### config.mk
export PLATFORM = sky130hd
export DESIGN_NAME = red_pitaya_na_averager
export DESIGN_NICKNAME = d
export VERILOG_FILES = /design/src/rtl/red_pitaya_na_averager.sv
export SDC_FILE = /design/constraint.sdc
export NUM_CORES = 1
export LEC_CHECK = 0
export BUFFER_PORTS_ARGS = -buffer_cell sky130_fd_sc_hd__clkbuf_2
export CAP_MARGIN = 20
export CORE_ASPECT_RATIO = 2
export CORE_UTILIZATION = 40
export CTS_CLUSTER_SIZE = 16
export DETAILED_ROUTE_END_ITERATION = 12
export HOLD_SLACK_MARGIN = 0.06
export PLACE_DENSITY = 0.65
export SLEW_MARGIN = 20
export SYNTH_ARGS = -nofsm -noshare
export SYNTH_HDL_FRONTEND = slang
export SYNTH_SLANG_ARGS = --single-unit
### constraint.sdc
create_clock -name clk_i -period 9.7 [get_ports clk_i]
set_input_delay 0.97 -clock clk_i [delete_from_list [all_inputs] [get_ports clk_i]]
set_output_delay 0.97 -clock clk_i [all_outputs]
set_load 0.02 [all_outputs]
### src/rtl/red_pitaya_na_averager.sv
// Multi-channel averaging engine for network-analyzer sweeps: waits a programmable
// settle time, then accumulates a fixed number of strobed samples per channel with saturation.
module red_pitaya_na_averager #(
  parameter int NCH     = 2,
  parameter int INBITS  = 24,
  parameter int ACCBITS = 62,
  parameter int CNTBITS = 32
) (
  input  logic                     clk_i,
  input  logic                     rst_i,
  input  logic                     start_i,
  input  logic                     abort_i,
  input  logic [CNTBITS-1:0]       sleep_i,
  input  logic [CNTBITS-1:0]       averages_i,
  input  logic                     valid_i,
  input  logic [NCH*INBITS-1:0]    dat_i,
  output logic                     busy_o,
  output logic                     done_o,
  output logic [NCH*ACCBITS-1:0]   sum_o,
  output logic [CNTBITS-1:0]       count_o,
  output logic [NCH-1:0]           overflow_o
);

  typedef enum logic [1:0] {
    ST_IDLE  = 2'd0,
    ST_SLEEP = 2'd1,
    ST_ACCUM = 2'd2,
    ST_DONE  = 2'd3
  } state_t;

  localparam logic [CNTBITS-1:0] CNT_ONE = {{(CNTBITS-1){1'b0}}, 1'b1};

  // Returns {overflow, clamped_sum}; the sum is computed one bit wider to detect wrap.
  function automatic logic [ACCBITS:0] sat_add(input logic [ACCBITS-1:0] acc,
                                               input logic [INBITS-1:0]  smp);
    logic [ACCBITS:0] wide;
    logic [ACCBITS:0] res;
    wide = {acc[ACCBITS-1], acc} + {{(ACCBITS+1-INBITS){smp[INBITS-1]}}, smp};
    if (wide[ACCBITS] != wide[ACCBITS-1]) begin
      res = wide[ACCBITS] ? {1'b1, 1'b1, {(ACCBITS-1){1'b0}}}
                          : {1'b1, 1'b0, {(ACCBITS-1){1'b1}}};
    end else begin
      res = {1'b0, wide[ACCBITS-1:0]};
    end
    return res;
  endfunction

  state_t               state_q, state_d;
  logic [CNTBITS-1:0]   remaining_q, remaining_d;
  logic [CNTBITS-1:0]   averages_q, averages_d;
  logic [CNTBITS-1:0]   count_q, count_d;
  logic [NCH-1:0]       overflow_q, overflow_d;
  logic [ACCBITS-1:0]   sum_q [NCH];
  logic [ACCBITS-1:0]   sum_d [NCH];
  logic [ACCBITS:0]     sat_res [NCH];
  logic                 busy_q, busy_d;
  logic                 done_q, done_d;

  for (genvar gk = 0; gk < NCH; gk++) begin : g_ch
    assign sat_res[gk] = sat_add(sum_q[gk], dat_i[gk*INBITS +: INBITS]);
    assign sum_o[gk*ACCBITS +: ACCBITS] = sum_q[gk];
  end

  always_comb begin
    state_d     = state_q;
    remaining_d = remaining_q;
    averages_d  = averages_q;
    count_d     = count_q;
    overflow_d  = overflow_q;
    sum_d       = sum_q;
    // Abort outranks start in every state, so a simultaneous start is dropped.
    if (abort_i) begin
      state_d = ST_IDLE;
    end else if (start_i) begin
      for (int k = 0; k < NCH; k++) begin
        sum_d[k] = '0;
      end
      count_d     = '0;
      overflow_d  = '0;
      averages_d  = averages_i;
      remaining_d = sleep_i;
      state_d     = (sleep_i == '0) ? ST_ACCUM : ST_SLEEP;
    end else begin
      case (state_q)
        ST_IDLE: begin
          state_d = ST_IDLE;
        end
        ST_SLEEP: begin
          remaining_d = remaining_q - CNT_ONE;
          if (remaining_q <= CNT_ONE) begin
            state_d = ST_ACCUM;
          end else begin
            state_d = ST_SLEEP;
          end
        end
        ST_ACCUM: begin
          if (averages_q == '0) begin
            state_d = ST_DONE;
          end else if (valid_i) begin
            for (int k = 0; k < NCH; k++) begin
              sum_d[k]      = sat_res[k][ACCBITS-1:0];
              overflow_d[k] = overflow_q[k] | sat_res[k][ACCBITS];
            end
            count_d = count_q + CNT_ONE;
            if (count_d == averages_q) begin
              state_d = ST_DONE;
            end else begin
              state_d = ST_ACCUM;
            end
          end else begin
            state_d = ST_ACCUM;
          end
        end
        ST_DONE: begin
          state_d = ST_IDLE;
        end
        default: begin
          state_d = ST_IDLE;
        end
      endcase
    end
    busy_d = (state_d == ST_SLEEP) || (state_d == ST_ACCUM);
    done_d = (state_d == ST_DONE);
  end

  always_ff @(posedge clk_i) begin
    if (rst_i) begin
      state_q     <= ST_IDLE;
      remaining_q <= '0;
      averages_q  <= '0;
      count_q     <= '0;
      overflow_q  <= '0;
      busy_q      <= 1'b0;
      done_q      <= 1'b0;
      for (int k = 0; k < NCH; k++) begin
        sum_q[k] <= '0;
      end
    end else begin
      state_q     <= state_d;
      remaining_q <= remaining_d;
      averages_q  <= averages_d;
      count_q     <= count_d;
      overflow_q  <= overflow_d;
      busy_q      <= busy_d;
      done_q      <= done_d;
      sum_q       <= sum_d;
    end
  end

  assign busy_o     = busy_q;
  assign done_o     = done_q;
  assign count_o    = count_q;
  assign overflow_o = overflow_q;

endmodule

* After elaboration in Yosys (flattened, before gate mapping)
Cells that the tools add are included.
** Cells by class
- $add $sub $neg :: 4
- $lt $le $gt $ge :: 1
- Eq/ne operators :: 10
- Reduce and logical (&&, ||, !) cells :: 11
- Bitwise operators :: 3
- Multiplexer cells :: 26
** Operators with widths (number)
- 124-bit two-way mux :: 4
- 32-bit two-way mux :: 6
- 62-bit by 24-bit adder with 63-bit output :: 2
- 63-bit two-way mux :: 2
- 62-bit two-way mux :: 2
- 32-bit zero test :: 2
- 32-bit by 1-bit adder with 32-bit output (second input constant) :: 1
- 32-bit == test :: 1
- 32-bit by 1-bit less-or-equal comparator with 1-bit output (second input constant) :: 1
- 32-bit by 1-bit subtractor with 32-bit output (second input constant) :: 1
- 2-bit two-way mux :: 10
- 2-bit == test (second input constant) :: 4
- 2-bit one-hot mux with 3 select lines :: 1
- 2-bit nonzero test :: 3
- 2-bit by 1-bit == test with 1-bit output (second input constant) :: 2
- 2-bit AND reduction :: 2
- 4-bit AND reduction :: 1
- 2-bit zero test :: 1
- 1-bit inequality test :: 2
- 2-bit inequality test (second input constant) :: 1
- 1-bit bitwise OR :: 2
- 2-bit OR reduction :: 1
- 1-bit logical OR :: 1
- 1-bit two-way mux :: 1
- 1-bit inverter :: 1
** Storage, ports and cells
- Output and inout port bits :: 160
- Register bits :: 226
- Logic and storage cells :: 64

* Logic depth before layout (Yosys ltp)
Gate-level depths: netlist (run 1).
- Depth in word-level cells :: 10
- Depth in mapped cells :: 20
- Depth with buffers taken out :: 18

* Worst setup path before layout (run 1)
Ideal clock, no wire load.
- Path type :: input -> register
- From :: input dat_i[27]
- To :: register sum_q, in the netlist sum_o[114]
- Arrival :: 4.800 ns
- Buffers on the path :: 1
- Setup time :: 0.131 ns
- Stages :: 19
- Required time :: 9.569 ns
- Path slack :: 4.769 ns
- Cells stage by stage :: ha_1 -> and3_1 -> a221oi_2 -> o311a_1 -> nor3_1 -> o211ai_1 -> a21oi_1 -> o31ai_1 -> o311a_1 -> nor3_1 -> mux2i_1 -> nand3_1 -> ha_1 -> clkbuf_1 -> nand4b_1 -> o21ai_2 -> nor2_1 -> nand2_1 -> o211ai_1
** Between the ends
- Word-level cells in the longest chain between the ends :: 7
- Elaborated cells between the ends (all ways) :: 8
- Those cells by class :: add/sub (1); eq/ne (1); mux (6)
** RTL lines
- start, declared :: RTL line 16 : input logic [NCH*INBITS-1:0] dat_i,
- 62-bit by 24-bit adder with 63-bit output (*) :: RTL line 38 : wide = {acc[ACCBITS-1], acc} + {{(ACCBITS+1-INBITS){smp[INBITS-1]}}, smp};
- 62-bit two-way mux or 1-bit inequality test (tied branches) :: RTL line 40, 39
- 63-bit two-way mux (*) :: RTL line 39 : if (wide[ACCBITS] != wide[ACCBITS-1]) begin
- 124-bit two-way mux (*) :: RTL line 99 : end else if (valid_i) begin
- 124-bit two-way mux (*) :: RTL line 97 : if (averages_q == '0) begin
- 124-bit two-way mux (*) :: RTL line 84 : case (state_q)
- 124-bit two-way mux (*) :: RTL line 74 : end else if (start_i) begin
- end signal, assigned :: RTL line 146 : sum_q <= sum_d;
- end, declared :: RTL line 53 : logic [ACCBITS-1:0] sum_q [NCH];
Mark *: on every way between the ends. The rest lies on a longest branch, timed or not. The select of a mux whose other input is x is not followed.
A chain may end at the register's enable or synchronous reset.

* Worst setup path after layout (run 1)
- From :: input dat_i[47]
- To :: register sum_q, in the netlist sum_o[117]
The elaborated chain is that of the path after synthesis.

==> flow_summary.json, run 1 <==
{
  "finalPower_w": 0.00237,
  "clock-root-buffer": "clkbuf_16",
  "post_drt_via_cell_ratio": 5.92,
  "cts_hold_buf": 0,
  "tritoncts": "done",
  "cp_slowest_cell": "ha_1",
  "synth_flop_cell": "dfxtp_1",
  "clkSlewWorstSetupHoldPaths_ns": 0.07,
  "finalNetCount": 2889,
  "synth_cell_types": 87,
  "grt_pass1_wl_um": 98700,
  "max_slew_margin_pct": 25.8,
  "cts_resized": 0,
  "grt_max_degree": 85,
  "outcome": "complete, no violations",
  "seqCellArea_mm2": 0.00452,
  "min_path_type": "reg -> reg",
  "dp_hpwl_um": 48600,
  "grt_usage_pct": 27.6,
  "worstPathMaxFanout": 39,
  "clockBufferDepth": 3,
  "dr.first_iter.drc_count": 889,
  "cp.buffers_inverters": 1,
  "slew_violations": 0,
  "place_area_mm2": 0.0194,
  "async_reset_ff_share_pct": 0,
  "wl_per_cell_um": 19.9,
  "finalCriticalPeriod_ns": 6.12,
  "cts_max_level": 1,
  "ir_drop_v": 0.000107,
  "dp_slack_ns": 3.02,
  "core_mm2": 0.0435,
  "period_share_pct": 63.1,
  "drive_above_1_share_pct": 14.0,
  "fmax_mhz": 163,
  "tns_ns": 0,
  "finalWorstSetupSlack_ns": 3.58,
  "post_cts_buffers": 0,
  "setup_viol": 0,
  "crit_family": "simple AND/OR/NAND/NOR gates",
  "synth_top_area_share_pct": 25.5,
  "critPathRequiredTime_ns": 10.12,
  "synthTopCellsByCount": "nand2_1 (331), a21oi_1 (324), o21ai_0 (236)",
  "ant_nets": 0,
  "overflow": 0,
  "netlist.top_cell.by_area": "dfxtp_1",
  "cts_buffers": 25,
  "yosysMostFrequentCell": "nand2_1",
  "clock-sinks": 226,
  "die_w_um": 151,
  "avgSynthCellArea_um2": 7.19,
  "portBuffers": 276,
  "max_cap_violations": 0,
  "synthTopCellsByArea": "dfxtp_1 (25%), ha_1 (9.2%), a21oi_1 (9.1%), nand2_1 (7.0%), o21ai_0 (6.7%)",
  "finalHoldViolCount": 0,
  "die_h_um": 300,
  "power_density_mw_per_mm2": 117,
  "nFillCells": 4527,
  "clock-skew-final_ns": 0.0209,
  "vias": 18988,
  "rows": 108,
  "rsz0062_at_grt": "no",
  "instances_no_fill": 3209,
  "syn2layout_area_growth_pct": 14.2,
  "postSynthCellCount": 2469,
  "antenna_found_initial": 1,
  "arrival_ns": 6.54,
  "slowest_delay_ns": 0.80,
  "routed_wl_um": 63800,
  "worst_slew_pin_slew_ns": 1.09,
  "ys_seq_elements": 226,
  "p_leak_nw": 9.04,
  "synth_nets": 2718,
  "syn_area_mm2": 0.0177,
  "initial_core_util_pct": 40.8,
  "place_inst": 3163,
  "postLayoutCellArea_mm2": 0.0203,
  "diodes": 0,
  "gp_congestion": 0.985,
  "multi_input_area_mm2": 0.0124,
  "ioPinCount": 277,
  "dr.pass1.iters": 6,
  "cp-start-kind": "input port",
  "seq_area_frac_synth_pct": 25.5,
  "grt_pass1_vias": 18689,
  "end_kind": "register",
  "crit_chain": "clkbuf_2, ha_1, and2_1, nand2_1, or4_1, a21oi_1, o31ai_1, o311a_1, nor3_1, mux2i_1, nand3_1, ha_1, nand4b_1, o21ai_2, nor2_1, nand2_1, o211ai_1",
  "synth_warnings": 0,
  "critical_path_class": "in -> reg",
  "synth_edf_count": 0,
  "die_area_mm2": 0.0453,
  "clock_latency_ns": 0.56,
  "post-route-drc-count": 0
}
power by group:
group | switching (W) | internal, W
clock | 0.000442 | 0.000632
sequential | 0.0000171 | 0.000943
combinational | 0.000219 | 0.000117
worst min-delay path, delay by kind of cell, from the launching register on:
kind	cells	cell delay, ns
DFF	1	0.31
and+or+nand+nor	2	0.10
layer usage:
layer	wire (µm)	track usage, %
met1	22100	26.7
met2	34700	53.7
met3	3600	4.45
met4	3430	15.1
met5	11	0
cells in the final DEF, fill, tap and decap left out, types with 23 or more instances in the layout:
cell,synthesis,layout
clkbuf_2,2,275
inv_1,56,56
dfxtp_1,226,226
clkbuf_16,0,25
xor2_1,61,61
a21o_1,76,76
nand4_1,50,50
o21bai_1,23,23
nor3_1,58,57
a31oi_1,26,26
nand3_1,51,51
xnor2_1,101,101
ha_1,130,130
nor4_1,38,38
and3_1,28,28
a21oi_1,324,324
nand2b_1,23,23
nand2_1,331,331
o21ai_0,236,236
nor2_1,202,199
cells by family after synthesis:
group                      Yosys count  synth area share, %
DFF                                226                 25.5
and+or+nand+nor                    885                 23.4
muxes                                6                0.374
AOI/OAI and AO/OA                  850                 28.6
xor gates and xnor gates           162                 7.99
adders and majority gates          135                 9.56
buffers and inverters              205                 4.55
final timing paths:
check,start,cells after the start,to,slack [ns]
worst max register to register,sum_o[64]$_SDFFE_PP0P_,18,sum_o[117]$_SDFFE_PP0P_,3.89
worst min-delay path,overflow_o[0]$_SDFFE_PP0P_,2,overflow_o[0]$_SDFFE_PP0P_,0.45
worst max-delay path,dat_i[47],17,sum_o[117]$_SDFFE_PP0P_,3.58
worst min register to register,overflow_o[0]$_SDFFE_PP0P_,2,overflow_o[0]$_SDFFE_PP0P_,0.45
registers in the layout, indices dropped and copies added, names as in the netlist:
signal and flops:
sum_o 124, overflow_o 2, done_o 1, count_o 32, busy_o 1, remaining_q 32
averages_q 32, state_q 2
metrics by stage:
stage | hold slack (ns) | util, %
2_1_floorplan | 0.458 | -
5_1_grt | 0.471 | 46.6
3_3_place_gp | 0.440 | 44.5
4_1_cts | 0.458 | 46.6
3_5_place_dp | 0.448 | 44.5
6_report | 0.451 | 46.6
area by class of cell:
class | count | share of cell area [%]
clock inverters | 16 | 1.12
inverters | 57 | 1.06
clock buffers | 30 | 3.33
flip-flops and latches | 226 | 22.3
repair buffers | 292 | 7.42
multi-input cells | 2038 | 61.4
well taps | 550 | 3.39
(Power assumes the default switching activity.)
==> run 2: changes to the inputs <==
- PLACE_DENSITY: 0.65 -> 0.67
- clock period: 9.7 -> 4.95 ns (I/O delays scaled with it)
==> run 2 against run 1 <==
Routed wire length up 1.6%. Final cell count up 0.97%. Combinational power up 100%. Worst hold slack worse by 0.30 ns. Utilization up 0.62 points.
==> flow_summary.json, run 2 (synthesis results as in run 1) <==
{
  "portBuffers": 276,
  "critPathRequiredTime_ns": 5.36,
  "die_h_um": 300,
  "clkSlewWorstSetupHoldPaths_ns": 0.07,
  "slew_violations": 0,
  "grt_max_degree": 98,
  "gp_congestion": 0.969,
  "whs_ns": 0.151,
  "final_common_cell": "nand2_1",
  "multi_input_area_mm2": 0.0125,
  "p_sw_share_pct": 28.8,
  "die_area_mm2": 0.0453,
  "finalNetCount": 2921,
  "clock-root-buffer": "clkbuf_16",
  "clkPwrFrac_pct": 44.1,
  "period_share_pct": 90.8,
  "diodes": 0,
  "cts_buffers": 25,
  "dr.first_iter.drc_count": 873,
  "dp_hpwl_um": 49700,
  "routed_wl_um": 64900,
  "grt_pass1_vias": 18949,
  "dr.pass1.iters": 5,
  "intPower_w": 0.00326,
  "outcome": "complete, no violations",
  "min_from": "averages_i[15]",
  "ant_nets": 0,
  "largest_reg_flops": 124,
  "wl_per_cell_um": 20.0,
  "max_cap_violations": 0,
  "power_switching_w": 0.00132,
  "critical_path_class": "reg -> reg",
  "rsz0062_at_grt": "no",
  "arrival_ns": 4.90,
  "grt_usage_pct": 28.0,
  "tns_ns": 0,
  "layout_common_cells": "nand2_1 (331), a21oi_1 (323), clkbuf_2 (275)",
  "end_kind": "register",
  "r2r-start": "sum_o[78]$_SDFFE_PP0P_",
  "nFillCells": 4444,
  "fmax_mhz": 223,
  "clock-sinks": 226,
  "comb_power_share_pct": 14.8,
  "cp-start-kind": "register",
  "finalHoldViolCount": 0,
  "worst_slew_pin_slew_ns": 1.09,
  "worstPathMaxFanout": 6,
  "antenna_found_initial": 0,
  "overflow": 0,
  "clockBufferDepth": 3,
  "ir_drop_v": 0.000228,
  "tritoncts": "done",
  "cts_max_level": 1,
  "power_density_mw_per_mm2": 223,
  "seqCellArea_mm2": 0.00452,
  "vias": 19091,
  "max_slew_margin_pct": 27.6,
  "die_w_um": 151,
  "initial_core_util_pct": 40.8,
  "post_drt_via_cell_ratio": 5.89,
  "rows": 108,
  "min_path_type": "in -> reg",
  "clock_latency_ns": 0.56,
  "core_mm2": 0.0435,
  "setup_viol": 0,
  "drive_above_1_share_pct": 15.2,
  "p_leak_nw": 9.20,
  "post_cts_buffers": 0,
  "clock-skew-final_ns": 0.0137,
  "finalCriticalPeriod_ns": 4.49,
  "seqPwrFrac_pct": 41.1,
  "post-route-drc-count": 0,
  "ioPinCount": 277,
  "critPathLaunch": "sum_o[78]$_SDFFE_PP0P_",
  "syn2layout_area_growth_pct": 15.8,
  "grt_pass1_wl_um": 99900
}
[run 2: path summary, 6_finish.rpt]
| check | endpoint | slack, ns | cells past startpoint |
|---|---|---|---|
| max | sum_o[68]$_SDFFE_PP0P_ | 0.46 | 18 |
| min | averages_q[15]$_SDFFE_PP0P_ | 0.15 | 3 |
| max reg2reg | sum_o[68]$_SDFFE_PP0P_ | 0.46 | 18 |
| min reg2reg | overflow_o[0]$_SDFFE_PP0P_ | 0.45 | 2 |
[run 2: stage by stage]
step	cell area, µm²	instances	utilization [%]	total power, W	setup slack (ns)
2_1_floorplan	17700	2469	-	0.00237	0.494
3_3_place_gp	19700	3195	45.2	0.00258	0.165
3_5_place_dp	19700	3195	45.2	0.00259	0.0897
4_1_cts	20500	3240	47.2	0.00463	0.331
5_1_grt	20500	3240	47.2	0.00477	0.0628
6_report	20500	3240	47.2	0.00458	0.458
[run 2: worst max-delay path: stages (launching register included)]
cell and delay [ns]:
dfxtp_1 0.39, ha_1 0.42, nand2_1 0.07, o21ai_0 0.42
a22oi_1 0.17, o211ai_1 0.15, o211ai_1 0.20, a21oi_2 0.25
o31ai_2 0.13, o311a_1 0.34, nor3_1 0.21, mux2i_1 0.24
nand3_1 0.09, ha_1 0.41, nand4b_1 0.14, o21ai_2 0.25
buf_4 0.22, a2bb2oi_1 0.19, nor2_1 0.05
[run 2: routing by layer]
layer	global-route usage (%)	part of all wire (%)	vias up
met5	0	0	-
li1	-	-	9297
met1	26.9	35	8986
met3	3.96	5.0	193
met2	54.6	54	615
met4	16.8	6.0	0
[run 2: power by group through the flow]
stage                     combinational, W  clock (W)  sequential, W
final                             0.000679    0.00202        0.00188
after global routing              0.000744    0.00214        0.00188
after CTS                         0.000673    0.00208        0.00188
after detailed placement          0.000670          0        0.00192
after global placement            0.000663          0        0.00192
after floorplan                   0.000455          0        0.00191
[run 2: timing repair]
item,in CTS,in global routing
endpoints found under the hold margin,0,0
hold buffers,0,0
gates resized for setup,0,3
endpoints found under the setup margin,0,13
[run 2: area by class of cell]
type | instances | share of cell area, %
timing repair buffer | 324 | 8.73
multi-input combinational | 2038 | 60.6
clock inverter | 13 | 0.761
clock buffer | 32 | 3.46
inverter | 57 | 1.04
sequential | 226 | 22.0
tap | 550 | 3.35
